--- config.mk ---
export PLATFORM = sky130hd
export DESIGN_NAME = vending_multi
export DESIGN_NICKNAME = d
export VERILOG_FILES = /design/src/rtl/vending_pkg.sv /design/src/rtl/btn_edge.sv /design/src/rtl/vending_multi.sv
export SDC_FILE = /design/constraint.sdc
export NUM_CORES = 1
export LEC_CHECK = 0
export BUFFER_PORTS_ARGS = -buffer_cell sky130_fd_sc_hd__buf_4
export CORE_MARGIN = 10
export CORE_UTILIZATION = 55
export CTS_CLUSTER_SIZE = 14
export DETAILED_ROUTE_END_ITERATION = 16
export GPL_TIMING_DRIVEN = 0
export HOLD_SLACK_MARGIN = 0.06
export PLACE_DENSITY_LB_ADDON = 0.12
export RECOVER_POWER = 50
export SLEW_MARGIN = 30
export SYNTH_ARGS = -nofsm -noshare
export SYNTH_HDL_FRONTEND = slang
export SYNTH_SLANG_ARGS = --single-unit
export TNS_END_PERCENT = 100
--- constraint.sdc ---
create_clock -name clk -period 6.8 [get_ports clk]
set_input_delay 0.68 -clock clk [delete_from_list [all_inputs] [get_ports clk]]
set_output_delay 0.68 -clock clk [all_outputs]
set_load 0.02 [all_outputs]
--- src/rtl/vending_pkg.sv ---
// Shared definitions for the multi-item vending machine: state encoding,
// default price/coin tables and a width helper.
package vending_pkg;

  // Controller states: IDLE accepts button presses, the others are timed indications
  typedef enum logic [1:0] {
    ST_IDLE   = 2'd0,
    ST_VEND   = 2'd1,
    ST_ERR    = 2'd2,
    ST_REFUND = 2'd3
  } state_t;

  // Number of coin inputs and of debounced button channels (L, R, U, D, SW[3:0])
  localparam int N_COINS = 4;
  localparam int N_BTN   = 8;

  // Default item prices, item 0 in the least significant byte
  localparam logic [31:0] DEFAULT_PRICES    = {8'd10, 8'd7, 8'd5, 8'd3};
  // Default coin values, SW[0] in the least significant byte
  localparam logic [31:0] DEFAULT_COIN_VALS = {8'd10, 8'd5, 8'd2, 8'd1};

  // Ceiling log2, never less than 1 so it can size a vector directly
  function automatic int vw_clog2(input int value);
    int r;
    r = 0;
    for (int i = 0; i < 31; i++) begin
      if ((1 << i) < value) r = i + 1;
    end
    return (r < 1) ? 1 : r;
  endfunction

endpackage

--- src/rtl/btn_edge.sv ---
// Falling-edge detector for one active-low button: the input is registered
// once and compared to its previous sample, giving a single-cycle pulse per press.
module btn_edge (
  input  logic clk,
  input  logic rst,
  input  logic btn,
  output logic pulse
);

  logic sample_reg;
  logic hist_reg;

  // Sample the raw button and keep one cycle of history; released level is 1
  always_ff @(posedge clk or posedge rst) begin
    if (rst) begin
      sample_reg <= 1'b1;
      hist_reg   <= 1'b1;
    end else begin
      sample_reg <= btn;
      hist_reg   <= sample_reg;
    end
  end

  assign pulse = hist_reg & ~sample_reg;

endmodule

--- src/rtl/vending_multi.sv ---
// Multi-item vending controller: coin accumulation with saturation, item
// selection with wrap, per-item stock, and timed vend/error/refund indications.
module vending_multi
  import vending_pkg::*;
#(
  parameter int                          N_ITEMS    = 4,
  parameter int                          CREDIT_W   = 8,
  parameter logic [N_ITEMS*CREDIT_W-1:0] PRICES     = (N_ITEMS*CREDIT_W)'(DEFAULT_PRICES),
  parameter logic [4*CREDIT_W-1:0]       COIN_VALS  = (4*CREDIT_W)'(DEFAULT_COIN_VALS),
  parameter logic [3:0]                  STOCK_INIT = 4'd3,
  parameter int                          HOLD_CYC   = 4
) (
  input  logic                clk,
  input  logic                rst,
  input  logic                L,
  input  logic                R,
  input  logic                U,
  input  logic                D,
  input  logic [3:0]          SW,
  output logic [CREDIT_W-1:0] LED,
  output logic                RD,
  output logic                GN,
  output logic                YL
);

  localparam int SEL_W = vw_clog2(N_ITEMS);
  localparam int TMR_W = vw_clog2(HOLD_CYC);
  localparam logic [CREDIT_W+2:0] CREDIT_MAX = {3'b000, {CREDIT_W{1'b1}}};

  // Button channel order: SW[3:0] in bits 3:0, then D, U, R, L
  logic [N_BTN-1:0] raw;
  logic [N_BTN-1:0] pulse;

  assign raw = {L, R, U, D, SW};

  genvar gi;
  generate
    for (gi = 0; gi < N_BTN; gi++) begin : g_btn
      btn_edge u_edge (
        .clk   (clk),
        .rst   (rst),
        .btn   (raw[gi]),
        .pulse (pulse[gi])
      );
    end
  endgenerate

  logic [N_COINS-1:0] p_sw;
  logic               p_d;
  logic               p_u;
  logic               p_r;
  logic               p_l;

  assign p_sw = pulse[3:0];
  assign p_d  = pulse[4];
  assign p_u  = pulse[5];
  assign p_r  = pulse[6];
  assign p_l  = pulse[7];

  state_t                state_reg,  state_next;
  logic [SEL_W-1:0]      sel_reg,    sel_next;
  logic [CREDIT_W-1:0]   credit_reg, credit_next;
  logic [CREDIT_W-1:0]   refund_reg, refund_next;
  logic [TMR_W-1:0]      timer_reg,  timer_next;

  logic [N_ITEMS-1:0]    dec_vec;
  logic [N_ITEMS-1:0]    restock_vec;
  logic [N_ITEMS*4-1:0]  stock_flat;

  // Per-item stock counters: restock wins over a decrement in the same cycle
  generate
    for (gi = 0; gi < N_ITEMS; gi++) begin : g_stock
      logic [3:0] cnt_reg;

      // Stock count for this item
      always_ff @(posedge clk or posedge rst) begin
        if (rst) begin
          cnt_reg <= STOCK_INIT;
        end else if (restock_vec[gi]) begin
          cnt_reg <= STOCK_INIT;
        end else if (dec_vec[gi]) begin
          cnt_reg <= cnt_reg - 4'd1;
        end
      end

      assign stock_flat[gi*4 +: 4] = cnt_reg;
    end
  endgenerate

  logic [3:0]          cur_stock;
  logic [CREDIT_W-1:0] cur_price;
  logic [CREDIT_W+1:0] coin_sum;
  logic [CREDIT_W+2:0] credit_sum;

  assign cur_stock = stock_flat[sel_reg*4 +: 4];
  assign cur_price = PRICES[sel_reg*CREDIT_W +: CREDIT_W];

  // Total value of all coins pressed this cycle, plus the widened new credit
  always_comb begin
    coin_sum = '0;
    for (int i = 0; i < N_COINS; i++) begin
      if (p_sw[i]) coin_sum = coin_sum + {2'b00, COIN_VALS[i*CREDIT_W +: CREDIT_W]};
    end
    credit_sum = {3'b000, credit_reg} + {1'b0, coin_sum};
  end

  // Controller state and datapath registers
  always_ff @(posedge clk or posedge rst) begin
    if (rst) begin
      state_reg  <= ST_IDLE;
      sel_reg    <= '0;
      credit_reg <= '0;
      refund_reg <= '0;
      timer_reg  <= '0;
    end else begin
      state_reg  <= state_next;
      sel_reg    <= sel_next;
      credit_reg <= credit_next;
      refund_reg <= refund_next;
      timer_reg  <= timer_next;
    end
  end

  // Next-state logic: presses only matter in IDLE, priority D > U > coin > L/R
  always_comb begin
    state_next  = state_reg;
    sel_next    = sel_reg;
    credit_next = credit_reg;
    refund_next = refund_reg;
    timer_next  = timer_reg;
    dec_vec     = '0;
    restock_vec = '0;

    case (state_reg)
      ST_IDLE: begin
        timer_next = '0;
        if (p_d) begin
          refund_next = credit_reg;
          credit_next = '0;
          state_next  = ST_REFUND;
        end else if (p_u) begin
          if ((cur_stock != 4'd0) && (credit_reg >= cur_price)) begin
            credit_next      = credit_reg - cur_price;
            dec_vec[sel_reg] = 1'b1;
            state_next       = ST_VEND;
          end else begin
            state_next = ST_ERR;
          end
        end else if (|p_sw) begin
          credit_next = (credit_sum > CREDIT_MAX) ? {CREDIT_W{1'b1}}
                                                  : credit_sum[CREDIT_W-1:0];
        end else if (p_l && p_r) begin
          restock_vec[sel_reg] = 1'b1;
        end else if (p_r) begin
          sel_next = (sel_reg == SEL_W'(N_ITEMS - 1)) ? '0 : sel_reg + 1'b1;
        end else if (p_l) begin
          sel_next = (sel_reg == '0) ? SEL_W'(N_ITEMS - 1) : sel_reg - 1'b1;
        end
      end

      default: begin
        // Timed indication: hold for HOLD_CYC cycles then go back to IDLE
        if (timer_reg == TMR_W'(HOLD_CYC - 1)) begin
          timer_next = '0;
          state_next = ST_IDLE;
        end else begin
          timer_next = timer_reg + 1'b1;
        end
      end
    endcase
  end

  assign GN  = (state_reg == ST_VEND);
  assign RD  = (state_reg == ST_ERR);
  assign YL  = (state_reg == ST_REFUND);
  assign LED = (state_reg == ST_REFUND) ? refund_reg : credit_reg;

endmodule

==> results of run 1 <==
[logic make-up after synthesis]
group	Yosys count	share of synthesized area, %
adders and majority gates	23	9.62
DFF	54	43.9
xor gates and xnor gates	20	5.56
muxes	16	5.68
and+or+nand+nor	99	16.1
AOI/OAI and AO/OA	66	14.3
buffers and inverters	33	4.85
[metrics by stage]
stage | util, % | instances | setup slack (ns)
5_1_grt | 63.2 | 412 | 3.27
3_3_place_gp | 61.2 | 403 | 3.61
2_1_floorplan | - | 311 | 3.92
6_report | 63.2 | 412 | 3.57
4_1_cts | 63.6 | 412 | 3.56
3_5_place_dp | 61.6 | 404 | 3.59
[how the worst max path moves through the flow]
stage	to	slack [ns]
6_report	credit_reg[7]	3.57
3_5_place_dp	credit_reg[5]	3.59
2_1_floorplan	credit_reg[7]	3.92
4_1_cts	credit_reg[7]	3.56
5_1_grt	credit_reg[5]	3.27
3_3_place_gp	credit_reg[7]	3.61
[cell usage after synthesis (2+ instances only)]
cell type and count:
sky130_fd_sc_hd__buf_6 2, sky130_fd_sc_hd__nor3_1 11, sky130_fd_sc_hd__a32oi_1 2, sky130_fd_sc_hd__nor2b_1 7, sky130_fd_sc_hd__inv_1 23, sky130_fd_sc_hd__nand4b_1 2
sky130_fd_sc_hd__o211ai_1 7, sky130_fd_sc_hd__a221o_1 2, sky130_fd_sc_hd__a31oi_1 7, sky130_fd_sc_hd__clkbuf_1 5, sky130_fd_sc_hd__and4_1 2, sky130_fd_sc_hd__dfrtp_1 30
sky130_fd_sc_hd__xor2_1 13, sky130_fd_sc_hd__buf_2 2, sky130_fd_sc_hd__nor2_1 21, sky130_fd_sc_hd__nand2b_1 7, sky130_fd_sc_hd__o21ai_0 14, sky130_fd_sc_hd__ha_1 21
sky130_fd_sc_hd__a211oi_1 6, sky130_fd_sc_hd__mux2_2 15, sky130_fd_sc_hd__nand3_1 10, sky130_fd_sc_hd__dfstp_2 24, sky130_fd_sc_hd__nor3b_1 2, sky130_fd_sc_hd__and2_1 4
sky130_fd_sc_hd__a21oi_1 13, sky130_fd_sc_hd__o21a_1 3, sky130_fd_sc_hd__nand2_1 23, sky130_fd_sc_hd__nand4_1 2, sky130_fd_sc_hd__fa_1 2, sky130_fd_sc_hd__xnor2_1 7
[power by group]
group	internal, mW	switching (mW)	total, mW
clock network	0.110	0.103	0.213
registers	0.441	0.0895	0.531
logic	0.337	0.420	0.757
[layout make-up]
cell class / count / area (sq um)
clock buffers: 6 / 72.6
multi-input cells: 224 / 1610
inverters: 23 / 87.6
repair buffers: 21 / 154
fillers: 460 / 2040
clock inverters: 2 / 37.5
plain buffers: 10 / 66.3
well taps: 72 / 90.1
flip-flops and latches: 54 / 1380
[per-layer routing]
layer | vias to the layer above | track usage, %
met4 | 0 | 3.69
met1 | 1110 | 19.9
met2 | 56 | 22.7
met5 | - | 0
li1 | 1162 | -
met3 | 5 | 3.46
[worst max-delay path: cells and delay by family (launching register included)]
family	cells	cell delay [ns]
DFF	1	0.51
adders and majority gates	3	0.98
AOI/OAI and AO/OA	3	0.82
buffers and inverters	1	0.12
and+or+nand+nor	3	0.76
==> results list, run 1 <==
- Outcome: finished with violations
- Violated checks: max-capacitance violations, max-slew violations
* Ports placed on the boundary: 21
- In this run the cell area of the synthesized design comes to 3150 sq um.
- After routing, the total negative slack on setup checks comes to 0 ns.
* Top post-synthesis cells by area: sky130_fd_sc_hd__dfrtp_1 24%, sky130_fd_sc_hd__dfstp_2 20%, sky130_fd_sc_hd__ha_1 8.3%
* Average vias per placed instance: 5.66
* Crit-path slowest cell: sky130_fd_sc_hd__dfrtp_1
- Insertion delay of the later-clocked pin in the worst-skew pair: 0.31 ns
* Post-synthesis register bit count: 54
* Overall power consumption: 1.50 mW
- Setup violations remaining at the end of the flow were counted as 0.
- The net count of the finished layout is 372.
* Max-cap viol count: 1
* H-tree depth: 2
* R2r endpoint: credit_reg[7]
* Die area: 9150 sq um
- The count of nets left with antenna violations once routing finished came out at 0.
- The largest single stage delay on the critical path is 0.51 ns.
- For hold timing, the worst endpoint is g_btn[3].u_edge.hist_reg.
* Critical path origin: sel_reg[0]
- Before antenna repair, the detailed router went through 4 iterations.
* Initial antenna violation count: 0
- For this run the aggregate overflow at the end of global routing stands at 0.
- The number of pins exceeding their max-slew limit in the final report came to 34.
- After detailed routing, the average wire length per cell comes to 15.2 microns.
- Post-route clock skew: 0.0100 ns
* Share of the synthesized area in the top cell type: 23.8%
- Most common library cell in the layout ignoring fill and taps: sky130_fd_sc_hd__dfrtp_1
* CTS Hold Buffers Added: 0
- Final hold analysis gives a worst-case slack of 0.369 ns.
* Sequential cell area fraction in the yosys report: 43.9%
- Setup repair after global routing missed its margin: false
- In this run, distinct cell masters in the synthesized netlist total 52.
- Final count of hold timing violations: 0
* Post-route standard cell area excluding fillers: 3500 sq um
- At the worst endpoint, the required time is 7.04 ns.
- First-iteration detailed-routing DRC count: 112
* Cell Chain, Critical Path: ha_1 -> inv_1 -> ha_1 -> fa_1 -> nor2b_1 -> o21a_1 -> o211ai_1 -> a311o_2 -> or4_1 -> nand3_1
* WHS Path Cells: 0
- Tmin final: 3.23 ns
* Largest driver fanout on the critical path: 9
- After clock tree synthesis, the repair step resized 0 gates.
- Most used cells in the layout excluding fill and tap cells: 30 x sky130_fd_sc_hd__dfrtp_1, 23 x sky130_fd_sc_hd__nand2_1, 22 x sky130_fd_sc_hd__inv_1
- Counting every net in the synthesized netlist gives 344.
- Length in cells of the worst reg-to-reg path: 10
* Vias post-DR: 2333
- The setup check on the worst reg-to-reg path leaves a slack of 3.57 ns.
- EDFF count, synth: 0
* TritonCTS clock tree: yes
- sky130_fd_sc_hd__dfrtp_1 takes more of the synthesized area than any other cell.
* Prevailing post-synth register cell: sky130_fd_sc_hd__dfrtp_1
- Vertical die dimension: 95.7 microns
* Average size of a mapped cell: 10.1 sq um
- The final critical path takes up 47.5% of the cycle.
- Across the VDD grid, the largest voltage drop is 0.188 mV.
- In this run the power density over the cells is 428 nW/um^2.
* Starting density of the core: 56.8%
- The worst pin sits at a relative slew slack of -15.7%.
* Static leakage power: 1.50 nW
- Met2 routed wirelength: 2840 microns
- Buffers inserted by post-CTS timing repair: 0
* Maximum number of pins on one net before global-route repair: 34
- In this run the clock root is driven by a sky130_fd_sc_hd__clkbuf_8.
- STA classifies the critical path endpoint as a register.
- For this design, the sink count on the clock tree is 54.
* Total routing resource utilization after global routing: 14.6%
- Port Buffer Count: 20
- Clock buffer depth: 2
- Uppermost signal routing layer after detailed routing: met4
* Clock-pin slew on the worst setup and hold paths: 0.10 ns
- Based on the critical path, the design can be clocked at up to 309 MHz.
* Share of cells above drive strength 1: 20.9%
- Placed instance area: 3410 sq um
* Final antenna diode count: 0
* Proportion of synthesized flip-flops having asynchronous set or reset: 100%
- In this run the horizontal extent of the chip is 95.7 microns.
- The first global-routing pass estimated 10700 microns of wire.
* Startpoint type of the worst setup path: register
* Startpoint of the worst-slack reg-to-reg timing path: sel_reg[0]
* Worst hold start: g_btn[3].u_edge.sample_reg
* Critical path's most frequent cell: sky130_fd_sc_hd__ha_1
- For this run, the number of Yosys warnings is 0.
- Total routed wirelength: 6260 microns
- CP Data Arrival Time: 3.47 ns
- Worst-margin pin slew: 1.74 ns
- Classification of the worst setup path: register to register
* Mapped Cells: 311
- FP Rows: 27
- After detailed routing, the wire length on met1 is 2990 microns.
- The number of clock buffers added by TritonCTS is 5.
- Layout overhead on the synthesized area: 11.3%
- Met3 routed wirelength: 366 microns
- After detailed routing, the number of remaining DRC violations is 0.
* Worst hold path class: register to register
- GP Congestion: 0.897
* Number of global-route vias before repair: 2254
* Placeable core region: 5540 sq um
* HPWL after detailed placement: 4740 microns
- Flip-flop count of the largest register, all copies and words added: 16
No activity file was read; power rests on OpenSTA's default activity.
==> run 2, diff against run 1 <==
- clock period: 6.8 -> 2.95 ns (I/O delays scaled with it)
==> results list, run 2 (synthesis gave the netlist of run 1 again) <==
- Outcome: complete, no violations
* Logic gate share of total power: 53.2%
* Static leakage power: 1.58 nW
* Die area: 9150 sq um
- Dividing the detail-routed wire length by the instance count gives 15.7 microns.
- Worst relative slew slack: 48.6%
- Maximum number of pins on one net before global-route repair: 34
- Startpoint type of the worst setup path: register
- The detail route stage leaves a number of antenna-violating nets equal to 0.
* Setup-failing EPs final: 0
- Overall power consumption: 3.67 mW
* Clock-pin slew on the worst setup and hold paths: 0.10 ns
- First-pass GRT wire length: 11000 microns
* Setup TNS Final: 0 ns
* Gr ovfl total: 0
- HPWL after detailed placement: 4740 microns
* Number of nets in the finished design: 379
- Max Transition Viols Final: 0
- Worst hold path class: primary input to register
- Worst-margin pin slew: 0.768 ns
- Final design utilization: 67.0%
- In this run the most used layer during global routing was met2.
- Largest driver fanout on the critical path: 4
- In the routed design, unresolved DRC markers number 0.
- Horizontal die dimension: 95.7 microns
- GP Congestion: 0.897
- Length in cells of the worst reg-to-reg path: 13
* Flip-flop count of the largest register, all copies and words added: 16
- In the layout the commonest cells are 28 x sky130_fd_sc_hd__dfrtp_1, 23 x sky130_fd_sc_hd__dfstp_2, 22 x sky130_fd_sc_hd__nand2_1, 22 x sky130_fd_sc_hd__inv_1, 19 x sky130_fd_sc_hd__nor2_1.
* Initial antenna violation count: 0
- Share of cells above drive strength 1: 29.4%
- Share of total power consumed by net switching: 40.7%
- The worst setup path is captured at a register.
* Sequential group share of total power: 33.3%
* Met2 Use GR: 23.3%
- Once the floorplan was initialized, standard cells occupied 56.8% of the core.
- Input and output buffers added on the ports amount to 20.
- In the global route stage, met3 resource usage came out at 4.01%.
- Share of the clock period used by the worst path after layout: 99.5%
- Cell chosen for the clock root: sky130_fd_sc_hd__clkbuf_8
* CTS sink cnt: 54
- The clock reaches the later pin of the worst-skew pair after 0.32 ns.
- Internal power consumption: 2.18 mW
* Most common library cell in the layout ignoring fill and taps: sky130_fd_sc_hd__dfrtp_1
- The pre-antenna-repair detailed-routing pass consisted of 4 iterations.
- CTS buffer count: 5
- WHS Path Cells: 1
- First-iteration detailed-routing DRC count: 119
- 21 I/O pins were placed.
- The number of global-route vias before repair is 2340.
* Final count of hold timing violations: 0
- Vertical die dimension: 95.7 microns
- After filler insertion, the fill cell instance count of the layout stands at 435.
- Dividing total power by cell area gives a power density of 989 nW/um^2.
- Compared with the post-synthesis result, the final layout area differs by 17.9%.
- Classification of the worst setup path: register to register
* Fmax achieved: 341 MHz
- Setup repair after global routing missed its margin: true
- H-tree depth: 2
- Clock Power Share: 13.5%
- Counting along the longest clock path gives a buffer depth of 2.
- Tmin final: 2.94 ns
- Placeable core region: 5540 sq um
* FP Rows: 27
- Average vias per placed instance: 5.63
- Post-route clock skew: 0.00951 ns
* Total routed wirelength: 6590 microns
- Across the run, the number of max-cap violations was 0.
* TritonCTS clock tree: yes
- The routed layout has 2360 vias.
* CP Data Arrival Time: 3.13 ns
* NetSw: 1.50 mW
* Routing usage on met1: 20.0%
- Worst voltage drop across the vdd grid: 0.443 mV
* Final antenna diode count: 0
- At the worst endpoint, the required time is 3.14 ns.
- Global routing used 15.0% of the available tracks across all layers.
==> run 2: changes by cell type in the layout (fill, tap and decap cells not counted), sizes merged <==
| cell | previous run | this run |
|---|---|---|
| buf | 16 | 24 |
| dlygate4sd3 | 0 | 1 |
| clkbuf | 21 | 19 |
| clkinvlp | 2 | 1 |
| inv | 22 | 23 |
==> run 2: final cells by class <==
class	instances	area, sq um	area share, %
clock buffer	6	72.6	1.95
clock inverter	2	37.5	1.01
multi-input combinational	224	1750	47.1
tap	72	90.1	2.43
inverter	23	88.8	2.39
sequential	54	1380	37.3
timing repair buffer	28	225	6.07
buffer	10	66.3	1.79
==> run 2: per-stage QoR <==
| step | cell area, sq um | hold slack, ns | cells | setup slack (ns) |
|---|---|---|---|---|
| 6_report | 3710 | 0.0782 | 419 | 0.0134 |
| 4_1_cts | 3600 | 0.0789 | 415 | 0.00874 |
| 3_3_place_gp | 3390 | 0.354 | 403 | -0.243 |
| 2_1_floorplan | 3150 | 0.299 | 311 | 0.0672 |
| 3_5_place_dp | 3410 | 0.270 | 404 | -0.259 |
| 5_1_grt | 3710 | 0.0631 | 419 | -0.123 |
==> run 2: repair_timing <==
action,CTS,global route
pin swaps,3,24
setup buffers,2,4
endpoints found under the hold margin,7,0
endpoints found under the setup margin,8,8
hold buffers,1,0
gates resized for setup,13,17
==> run 2: critical path, stage by stage, from the launching register on <==
cell and delay (ns):
sky130_fd_sc_hd__dfstp_2 0.57, sky130_fd_sc_hd__nand2b_4 0.07, sky130_fd_sc_hd__nor3b_4 0.22, sky130_fd_sc_hd__xnor2_2 0.14, sky130_fd_sc_hd__inv_1 0.06, sky130_fd_sc_hd__ha_1 0.27
sky130_fd_sc_hd__mux2_4 0.29, sky130_fd_sc_hd__ha_4 0.28, sky130_fd_sc_hd__o21ai_1 0.06, sky130_fd_sc_hd__nor2_1 0.19, sky130_fd_sc_hd__o21a_1 0.22, sky130_fd_sc_hd__a41oi_2 0.14
sky130_fd_sc_hd__o211ai_1 0.21, sky130_fd_sc_hd__nand3_1 0.09
==> run 2: worst paths after layout <==
path | startpoint | slack [ns] | to
max | g_btn[2].u_edge.hist_reg | 0.01 | credit_reg[7]
min | SW[3] | 0.08 | g_btn[3].u_edge.sample_reg
max reg2reg | g_btn[2].u_edge.hist_reg | 0.01 | credit_reg[7]
min reg2reg | g_btn[3].u_edge.sample_reg | 0.37 | g_btn[3].u_edge.hist_reg
max in group asynchronous | rst | 1.95 | g_stock[1].cnt_reg[0]
min in group asynchronous | rst | 0.48 | refund_reg[1]
==> run 2: per-layer routing <==
metal  vias to the layer above  share of wire [%]  wire, microns
met2                        52                 47           3090
met1                      1127                 46           3030
met5                         -                  0              0
met4                         0                1.6            105
met3                         9                5.6            370
li1                       1172                  -              -
==> run 2: power groups by stage <==
| stage | combinational [mW] | clock (mW) | sequential (mW) |
|---|---|---|---|
| floorplan | 1.32 | 0 | 1.18 |
| global placement | 1.70 | 0 | 1.22 |
| detailed placement | 1.74 | 0 | 1.23 |
| CTS | 1.82 | 0.504 | 1.22 |
| global route | 2.19 | 0.540 | 1.26 |
| finish | 1.95 | 0.497 | 1.22 |
